--- config.mk ---
export PLATFORM = sky130hd
export DESIGN_NAME = seg_scan_decoder
export DESIGN_NICKNAME = d
export VERILOG_FILES = /design/src/rtl/seg_scan_decoder.sv
export SDC_FILE = /design/constraint.sdc
export NUM_CORES = 1
export LEC_CHECK = 0
export CAP_MARGIN = 10
export CORE_UTILIZATION = 50
export CTS_CLUSTER_DIAMETER = 50
export DETAILED_ROUTE_END_ITERATION = 7
export PLACE_DENSITY = 0.76
export SLEW_MARGIN = 20
export SYNTH_ARGS = -nofsm -noshare
export SYNTH_HDL_FRONTEND = slang
export SYNTH_SLANG_ARGS = --single-unit
--- constraint.sdc ---
create_clock -name clk -period 3 [get_ports clk]
set_clock_uncertainty 0.05 [all_clocks]
set_input_delay 0.45 -clock clk [delete_from_list [all_inputs] [get_ports clk]]
set_output_delay 0.45 -clock clk [all_outputs]
set_load 0.01 [all_outputs]
--- src/rtl/seg_scan_decoder.sv ---
// seg_scan_decoder: samples a multiplexed active-low 4-digit 7-segment bus, filters each digit for stability, decodes to hex.
// Define SEG_DP_CAPTURE_EN to add the dp port and ignore bit 7 when judging legality.
module seg_scan_decoder #(
  parameter int STABLE_CNT = 4
) (
  input  logic        clk,
  input  logic        rst_n,
  input  logic [3:0]  an,
  input  logic [7:0]  seg_data,
`ifdef SEG_DP_CAPTURE_EN
  output logic [3:0]  dp,
`endif
  output logic [15:0] value,
  output logic [3:0]  digit_valid,
  output logic        update,
  output logic        pat_err,
  output logic [1:0]  err_digit
);
  localparam logic [7:0] SAT = 8'(STABLE_CNT);
  logic [3:0] an_m, an_s;
  logic [7:0] seg_m, p;
  logic [7:0] lp [4];
  logic [7:0] cnt [4];
  logic       qual, same, acc, legal, ok, chg;
  logic [1:0] idx;
  logic [3:0] nib, old;
  logic [7:0] cur, nxt;

  function automatic logic [4:0] dec(input logic [6:0] s);
    case (s)
      7'h01: dec = 5'h10;
      7'h4F: dec = 5'h11;
      7'h12: dec = 5'h12;
      7'h06: dec = 5'h13;
      7'h4C: dec = 5'h14;
      7'h24: dec = 5'h15;
      7'h20: dec = 5'h16;
      7'h0F: dec = 5'h17;
      7'h00: dec = 5'h18;
      7'h04: dec = 5'h19;
      7'h08: dec = 5'h1A;
      7'h60: dec = 5'h1B;
      7'h31: dec = 5'h1C;
      7'h42: dec = 5'h1D;
      7'h30: dec = 5'h1E;
      7'h38: dec = 5'h1F;
      default: dec = 5'h00;
    endcase
  endfunction

  // a pattern change on a saturated digit must still count as an accept when STABLE_CNT is 1
  always_comb begin
    qual = an_s == 4'b1110 || an_s == 4'b1101 || an_s == 4'b1011 || an_s == 4'b0111;
    idx = !an_s[0] ? 2'd0 : !an_s[1] ? 2'd1 : !an_s[2] ? 2'd2 : 2'd3;
    cur = cnt[idx];
    same = p == lp[idx];
    nxt = !same ? 8'd1 : cur == SAT ? cur : cur + 8'd1;
    acc = qual && nxt == SAT && (cur != SAT || !same);
    {legal, nib} = dec(p[6:0]);
    old = value[{idx, 2'b00} +: 4];
`ifdef SEG_DP_CAPTURE_EN
    ok = legal;
    chg = nib != old || !digit_valid[idx] || dp[idx] != ~p[7];
`else
    ok = legal && p[7];
    chg = nib != old || !digit_valid[idx];
`endif
  end

  always_ff @(posedge clk or negedge rst_n) begin
    if (!rst_n) begin
      an_m <= '1;
      an_s <= '1;
      seg_m <= '1;
      p <= '1;
      value <= '0;
      digit_valid <= '0;
      update <= 1'b0;
      pat_err <= 1'b0;
      err_digit <= '0;
      for (int i = 0; i < 4; i++) begin
        lp[i] <= '1;
        cnt[i] <= '0;
      end
`ifdef SEG_DP_CAPTURE_EN
      dp <= '0;
`endif
    end else begin
      an_m <= an;
      an_s <= an_m;
      seg_m <= seg_data;
      p <= seg_m;
      update <= acc && ok && chg;
      pat_err <= acc && !ok;
      if (qual) begin
        lp[idx] <= p;
        cnt[idx] <= nxt;
      end
      if (acc && ok) begin
        value[{idx, 2'b00} +: 4] <= nib;
        digit_valid[idx] <= 1'b1;
`ifdef SEG_DP_CAPTURE_EN
        dp[idx] <= ~p[7];
`endif
      end
      if (acc && !ok) begin
        digit_valid[idx] <= 1'b0;
        err_digit <= idx;
      end
    end
  end
endmodule

==> results of run 1 <==
cell families (layout without fill, tap and decap cells):
group | count (synthesis) | count (layout) | synth area share [%]
buffers and inverters | 72 | 151 | 6.04
adder cells (fa/ha/maj) | 8 | 8 | 1.75
AND/OR/NAND/NOR | 149 | 149 | 12.8
flip-flops | 112 | 112 | 50.1
XOR/XNOR | 33 | 33 | 5.04
multiplexers | 65 | 65 | 12.1
AO/OA/AOI/OAI | 101 | 101 | 12.2
registers in the layout, indices dropped and copies added (netlist names), 2 cells and up:
signal	count
lp	32
an_m	4
p	8
an_s	4
value	16
cnt	32
seg_m	8
err_digit	2
digit_valid	4
layout make-up:
type                    instances  area, sq um  share of cell area, %
repair buffers                 99          873                   12.4
clock buffers                  11          253                   3.59
well taps                     140          175                   2.49
flip-flops and latches        112         2870                   40.8
multi-input cells             356         2680                   38.1
clock inverters                 5         53.8                  0.764
inverters                      36          135                   1.92
through the flow:
| step | hold slack [ns] | util, % | power, mW | worst slack (ns) | cell area (sq um) |
|---|---|---|---|---|---|
| after detailed placement | 0.297 | 58.8 | 2.50 | -0.169 | 6460 |
| after global placement | 0.295 | 58.8 | 2.47 | -0.144 | 6460 |
| final | 0.0333 | 64.1 | 3.78 | -0.0382 | 7040 |
| after global routing | 0.0727 | 64.1 | 3.95 | -0.123 | 7040 |
| after CTS | 0.0520 | 62.0 | 3.75 | -0.0179 | 6810 |
| after floorplan | 0.104 | - | 2.30 | 0.00167 | 5730 |
routing by layer:
layer  vias up  part of all wire, %  track usage, %
met4         0                  2.3            10.7
li1       2007                    -               -
met1      2139                   43            30.5
met3        29                  4.6            3.53
met5         -                    0               0
met2       150                   50            38.2
cell usage in the layout, fill, tap and decap left out, types with 4 or more instances in the layout:
| cell | count |
|---|---|
| dfstp_2 | 56 |
| clkdlybuf4s50_1 | 36 |
| xnor2_1 | 20 |
| buf_4 | 58 |
| nand4_1 | 4 |
| mux2_2 | 30 |
| clkbuf_16 | 9 |
| a21oi_1 | 10 |
| xor2_1 | 12 |
| nor3_1 | 6 |
| inv_1 | 35 |
| nor2_1 | 20 |
| and4_4 | 4 |
| o21ai_0 | 44 |
| nor2b_1 | 9 |
| ha_1 | 6 |
| nand2_1 | 68 |
| inv_8 | 4 |
| o21ai_1 | 5 |
| nand3_1 | 8 |
| dfrtp_1 | 56 |
| mux2i_1 | 32 |
critical path, cell delays in order (launching register included):
cell and delay [ns]:
dfstp_2 0.56, mux2_4 0.32, a221oi_4 0.39, inv_1 0.13, ha_2 0.23, xor2_2 0.17, o2111ai_2 0.16, nor4_4 0.26
buf_4 0.16, buf_6 0.11, nand3b_4 0.09, mux2_4 0.30
what timing repair did:
action / CTS / global route
pin swaps: 1 / 13
cloned: 0 / 1
gates resized for setup: 14 / 32
buffers inserted: 2 / 10
hold endpoints to repair: 0 / 0
endpoints found under the setup margin: 22 / 34
worst paths after layout:
check | startpoint | endpoint | cells past startpoint
min | rst_n | digit_valid[3]$_DFF_PN0_ | 1
max | an_s[2]$_DFF_PN1_ | err_digit[0]$_DFFE_PN0P_ | 11
max in group asynchronous | rst_n | lp[23]$_DFFE_PN1P_ | 2
min reg2reg | an_m[3]$_DFF_PN1_ | an_s[3]$_DFF_PN1_ | 0
min in group clk | an_m[3]$_DFF_PN1_ | an_s[3]$_DFF_PN1_ | 0
max reg2reg | an_s[2]$_DFF_PN1_ | err_digit[0]$_DFFE_PN0P_ | 11
where the power goes:
group	internal [mW]	switching (mW)
sequential	1.78	0.117
clock	0.636	0.581
combinational	0.330	0.340
total	2.74	1.04
==> results_dict.tcl, run 1 <==
set metrics [dict create \
    reg2reg_slack_ns -0.04 \
    setup_viol 11 \
    via_per_inst 5.70 \
    pwr_density_cell_nw_per_um2 537 \
    ys_seq_elements 112 \
    track_usage_pct 23.3 \
    htreeDepth 3 \
    num-fill-cells 864 \
    hold_path.class "input pin to asynchronous set/reset pin" \
    synth_common_cells "nand2_1, dfrtp_1, dfstp_2" \
    drt-initial-drc-count 247 \
    die_h_um 109 \
    grt_pass1_wl_um 20900 \
    area_growth_pct 22.8 \
    grt_pass1_vias 4230 \
    cp-start-kind "flip-flop" \
    min_period_over_period_pct 101 \
    grt_overflow 0 \
    clkSinkCount 112 \
    slew_headroom_pct 61.0 \
    max-vdd-ir-drop_mv 0.349 \
    endpoint_kind "flip-flop" \
    grt_max_degree 68 \
    start_util_pct 52.2 \
    yosysTopAreaCell "dfstp_2" \
    cp_max_fo 5 \
    numPortBuffers 37 \
    cts-root-buf "clkbuf_16" \
    final_cell_count_no_fill 759 \
    drv_slew 0 \
    cts.clk_slew.worst_paths_ns 0.08 \
    ys_types 68 \
    die_w_um 109 \
    dieArea_sq_um 11900 \
    avgSynthCellArea_sq_um 10.6 \
    crit_type "flip-flop to flip-flop" \
    max_freq_mhz 329 \
    setup_tns_ns -0.162 \
    syn_nets 562 \
    finalNetCount 636 \
    synth-seq-area-share_pct 50.1 \
    setup_ws_ns -0.0382 \
    postRouteAntennaNets 0 \
    numCtsBuffers 9 \
    async_flop_share_pct 100 \
    fin_crit_ns 3.04 \
    synth_flop_cell "dfstp_2" \
    dp.cells 730 \
    rsz0062_at_grt "yes" \
    required_ns 3.20 \
    hold_viol_final 0 \
    syn_area_sq_um 5730 \
    synth_top_area_share_pct 25.7 \
    clk_latency_ns 0.36 \
    synth_area_leaders "dfstp_2, dfrtp_1, mux2_2" \
    pin_count 38 \
    insertedDiodeCount 0 \
    gp_congestion 0.867 \
    core_sq_um 11000 \
    wl_per_cell_um 17.5 \
    num_rows 38 \
    hpwlAfterDp_um 9020 \
    synth_most_common_cell "nand2_1" \
    clockBufferDepth 2 \
    hold_buffers 0 \
    leakagePower_nw 2.99 \
    dr.pass1.iters 6 \
    drc 0 \
    cap_violations 0 \
    drive_gt1_share_pct 32.1 \
    vias 4325 \
    finalWirelength_um 13300 \
    ys_warn_count 0 \
    cts_tree "yes" \
    tightest_slew_ns 0.585 \
    worstPathArrival_ns 3.24 \
    synth-edff-count 0 \
    status "complete, but fails checks" \
    antenna_found_initial 0 \
    syn_inst 540 \
    failed_checks "setup timing" \
]
Note: power is estimated with default switching activity, not from simulation.
==> run 2, diff against run 1 <==
--- a/config.mk
+++ b/config.mk
@@ -5,7 +5,6 @@
 export SDC_FILE = /design/constraint.sdc
 export NUM_CORES = 1
 export LEC_CHECK = 0
-export CAP_MARGIN = 10
 export CORE_UTILIZATION = 50
 export CTS_CLUSTER_DIAMETER = 50
 export DETAILED_ROUTE_END_ITERATION = 7
==> results of run 2 <==
Final layout, timing and power as in run 1 (identical DEF).
==> run 3, diff against run 2 <==
--- a/config.mk
+++ b/config.mk
@@ -5,10 +5,11 @@
 export SDC_FILE = /design/constraint.sdc
 export NUM_CORES = 1
 export LEC_CHECK = 0
+export CORE_MARGIN = 1.5
 export CORE_UTILIZATION = 50
 export CTS_CLUSTER_DIAMETER = 50
 export DETAILED_ROUTE_END_ITERATION = 7
-export PLACE_DENSITY = 0.76
+export PLACE_DENSITY = 0.73
 export SLEW_MARGIN = 20
 export SYNTH_ARGS = -nofsm -noshare
 export SYNTH_HDL_FRONTEND = slang
==> constraint.sdc (replaced) <==
create_clock -name clk -period 3.2 [get_ports clk]
set_clock_uncertainty 0.05 [all_clocks]
set_input_delay 0.48 -clock clk [delete_from_list [all_inputs] [get_ports clk]]
set_output_delay 0.48 -clock clk [all_outputs]
set_load 0.01 [all_outputs]
==> run 3 against run 2 <==
Net effect:
- the run now ends clean
- sequential power fell by 6%
- critical endpoint is now value[11]$_DFFE_PN0P_
- setup slack improved by 0.12 ns
- total power fell by 9.2%
- largest cell class unchanged
==> results_dict.tcl, run 3 (synthesized netlist as in run 1, its figures left out) <==
set metrics [dict create \
    hold_viol_final 0 \
    hold_buffers 0 \
    comb_power_share_pct 15.3 \
    grt_overflow 0 \
    antenna_found_initial 0 \
    endpoint_kind "flip-flop" \
    drive_gt1_share_pct 25.1 \
    numPortBuffers 37 \
    placed_area_sq_um 6280 \
    rsz0062_at_grt "yes" \
    num_rows 38 \
    multi_input_area_sq_um 2530 \
    final_cell_count_no_fill 726 \
    reg2reg_slack_ns 0.08 \
    cp-start-kind "flip-flop" \
    drv_slew 0 \
    grt_pass1_wl_um 20200 \
    hpwlAfterDp_um 8680 \
    whs_ns 0.138 \
    dp.cells 709 \
    min_period_over_period_pct 97.4 \
    fin_crit_ns 3.12 \
    worstRegToRegCells 10 \
    p_switching_mw 0.879 \
    p_int_mw 2.55 \
    leakagePower_nw 2.77 \
    wl_per_cell_um 16.8 \
    drc 0 \
    dr.pass1.iters 5 \
    via_per_inst 5.62 \
    core_sq_um 11000 \
    dieArea_sq_um 12100 \
    postRouteAntennaNets 0 \
    crit_type "flip-flop to flip-flop" \
    cts_tree "yes" \
    p_seq_share_pct 51.7 \
    max_freq_mhz 321 \
    cp_max_fo 11 \
    grt_pass1_vias 4072 \
    drt-initial-drc-count 319 \
    cts-root-buf "clkbuf_16" \
    r2r_start "an_s[2]$_DFF_PN1_" \
    clkSinkCount 112 \
    die_h_um 110 \
    layout_commonest_cell "nand2_1" \
    insertedDiodeCount 0 \
    pwr_density_cell_nw_per_um2 520 \
    num-fill-cells 919 \
    die_w_um 110 \
    gp_congestion 0.882 \
    design_area_sq_um 6600 \
    final_cell_mix "nand2_1, dfstp_2, dfrtp_1" \
    start_util_pct 52.0 \
    finalNetCount 603 \
    slew_headroom_pct 50.5 \
    setup_viol 0 \
    required_ns 3.43 \
    seqCellArea_sq_um 2870 \
    grt_max_degree 62 \
    htreeDepth 3 \
    pin_count 38 \
    p_clk_share_pct 32.9 \
    status "complete, no violations" \
    numCtsBuffers 9 \
    track_usage_pct 22.0 \
    clk_latency_ns 0.36 \
    cap_violations 0 \
    r2r-end "value[11]$_DFFE_PN0P_" \
    clockBufferDepth 2 \
    top_regs "cnt (32), lp (32), value (16)" \
    worstPathArrival_ns 3.34 \
    tightest_slew_ns 0.742 \
    max-vdd-ir-drop_mv 0.290 \
    finalWirelength_um 12200 \
    vias 4077 \
    hold_path.class "input pin to asynchronous set/reset pin" \
    cts.clk_slew.worst_paths_ns 0.08 \
    area_growth_pct 15.1 \
    switching_share_pct 25.6 \
]
-- run 3: changes by cell type in the layout (fill, tap and decap cells not counted), moves of 2 or more --
cell	change
buf_4	-28
inv_8	-4
o21ai_0	+4
o21ai_1	-4
mux2_4	-3
nor4_1	+3
buf_12	-2
buf_6	-2
clkbuf_1	+2
ha_1	+2
inv_4	+2
mux2_2	+2
nor4_4	-2
-- run 3: worst max path at each step --
stage	startpoint	slack, ns	depth (start not counted)	end
2_1_floorplan	an_s[2]$_DFF_PN1_	0.14	11	value[4]$_DFFE_PN0P_
3_3_place_gp	an_s[2]$_DFF_PN1_	-0.03	9	value[7]$_DFFE_PN0P_
3_5_place_dp	an_s[2]$_DFF_PN1_	-0.04	9	value[15]$_DFFE_PN0P_
4_1_cts	an_s[2]$_DFF_PN1_	0.001	9	value[15]$_DFFE_PN0P_
5_1_grt	an_s[2]$_DFF_PN1_	-0.03	10	value[11]$_DFFE_PN0P_
6_report	an_s[2]$_DFF_PN1_	0.08	10	value[11]$_DFFE_PN0P_
-- run 3: repair_timing --
action,in CTS,in global routing
buffers inserted,0,1
pin swaps,0,1
gates resized for setup,4,5
endpoints found under the setup margin,15,24
-- run 3: power groups by stage --
stage	sequential [mW]	combinational [mW]	clock, mW
4_1_cts	1.77	0.525	1.15
3_5_place_dp	1.80	0.523	0
2_1_floorplan	1.76	0.399	0
3_3_place_gp	1.79	0.503	0
6_report	1.78	0.526	1.13
5_1_grt	1.80	0.584	1.22
-- run 3: cell type report --
cell class | instances | share of cell area (%)
clock buffers | 12 | 3.74
clock inverters | 4 | 0.778
inverters | 36 | 2.05
multi-input cells | 356 | 38.4
flip-flops and latches | 112 | 43.5
well taps | 140 | 2.66
repair buffers | 66 | 8.88
-- run 3: stage by stage --
| step | power, mW | util (%) | worst slack [ns] | TNS (ns) |
|---|---|---|---|---|
| 2_1_floorplan | 2.15 | - | 0.143 | 0 |
| 3_3_place_gp | 2.29 | 56.9 | -0.0288 | -0.145 |
| 3_5_place_dp | 2.32 | 56.9 | -0.0439 | -0.328 |
| 4_1_cts | 3.45 | 59.6 | 0.00127 | 0 |
| 5_1_grt | 3.60 | 59.8 | -0.0273 | -0.0579 |
| 6_report | 3.43 | 59.8 | 0.0824 | 0 |
-- run 3: metal layers --
layer | GRT usage (%) | vias to the layer above | share of wire, %
li1 | - | 1935 | -
met1 | 29.3 | 2004 | 45
met2 | 36.1 | 121 | 48
met3 | 3.70 | 17 | 4.9
met4 | 8.06 | 0 | 1.9
met5 | 0 | - | 0
-- run 3: critical path, cell delays in order, from the launching register on --
cell and delay (ns):
dfstp_2 0.55, mux2_2 0.36, a221oi_4 0.31, inv_1 0.15, ha_1 0.25, xor2_1 0.22
o2111ai_1 0.18, nor4_2 0.27, buf_4 0.23, and4_4 0.28, mux2i_1 0.21
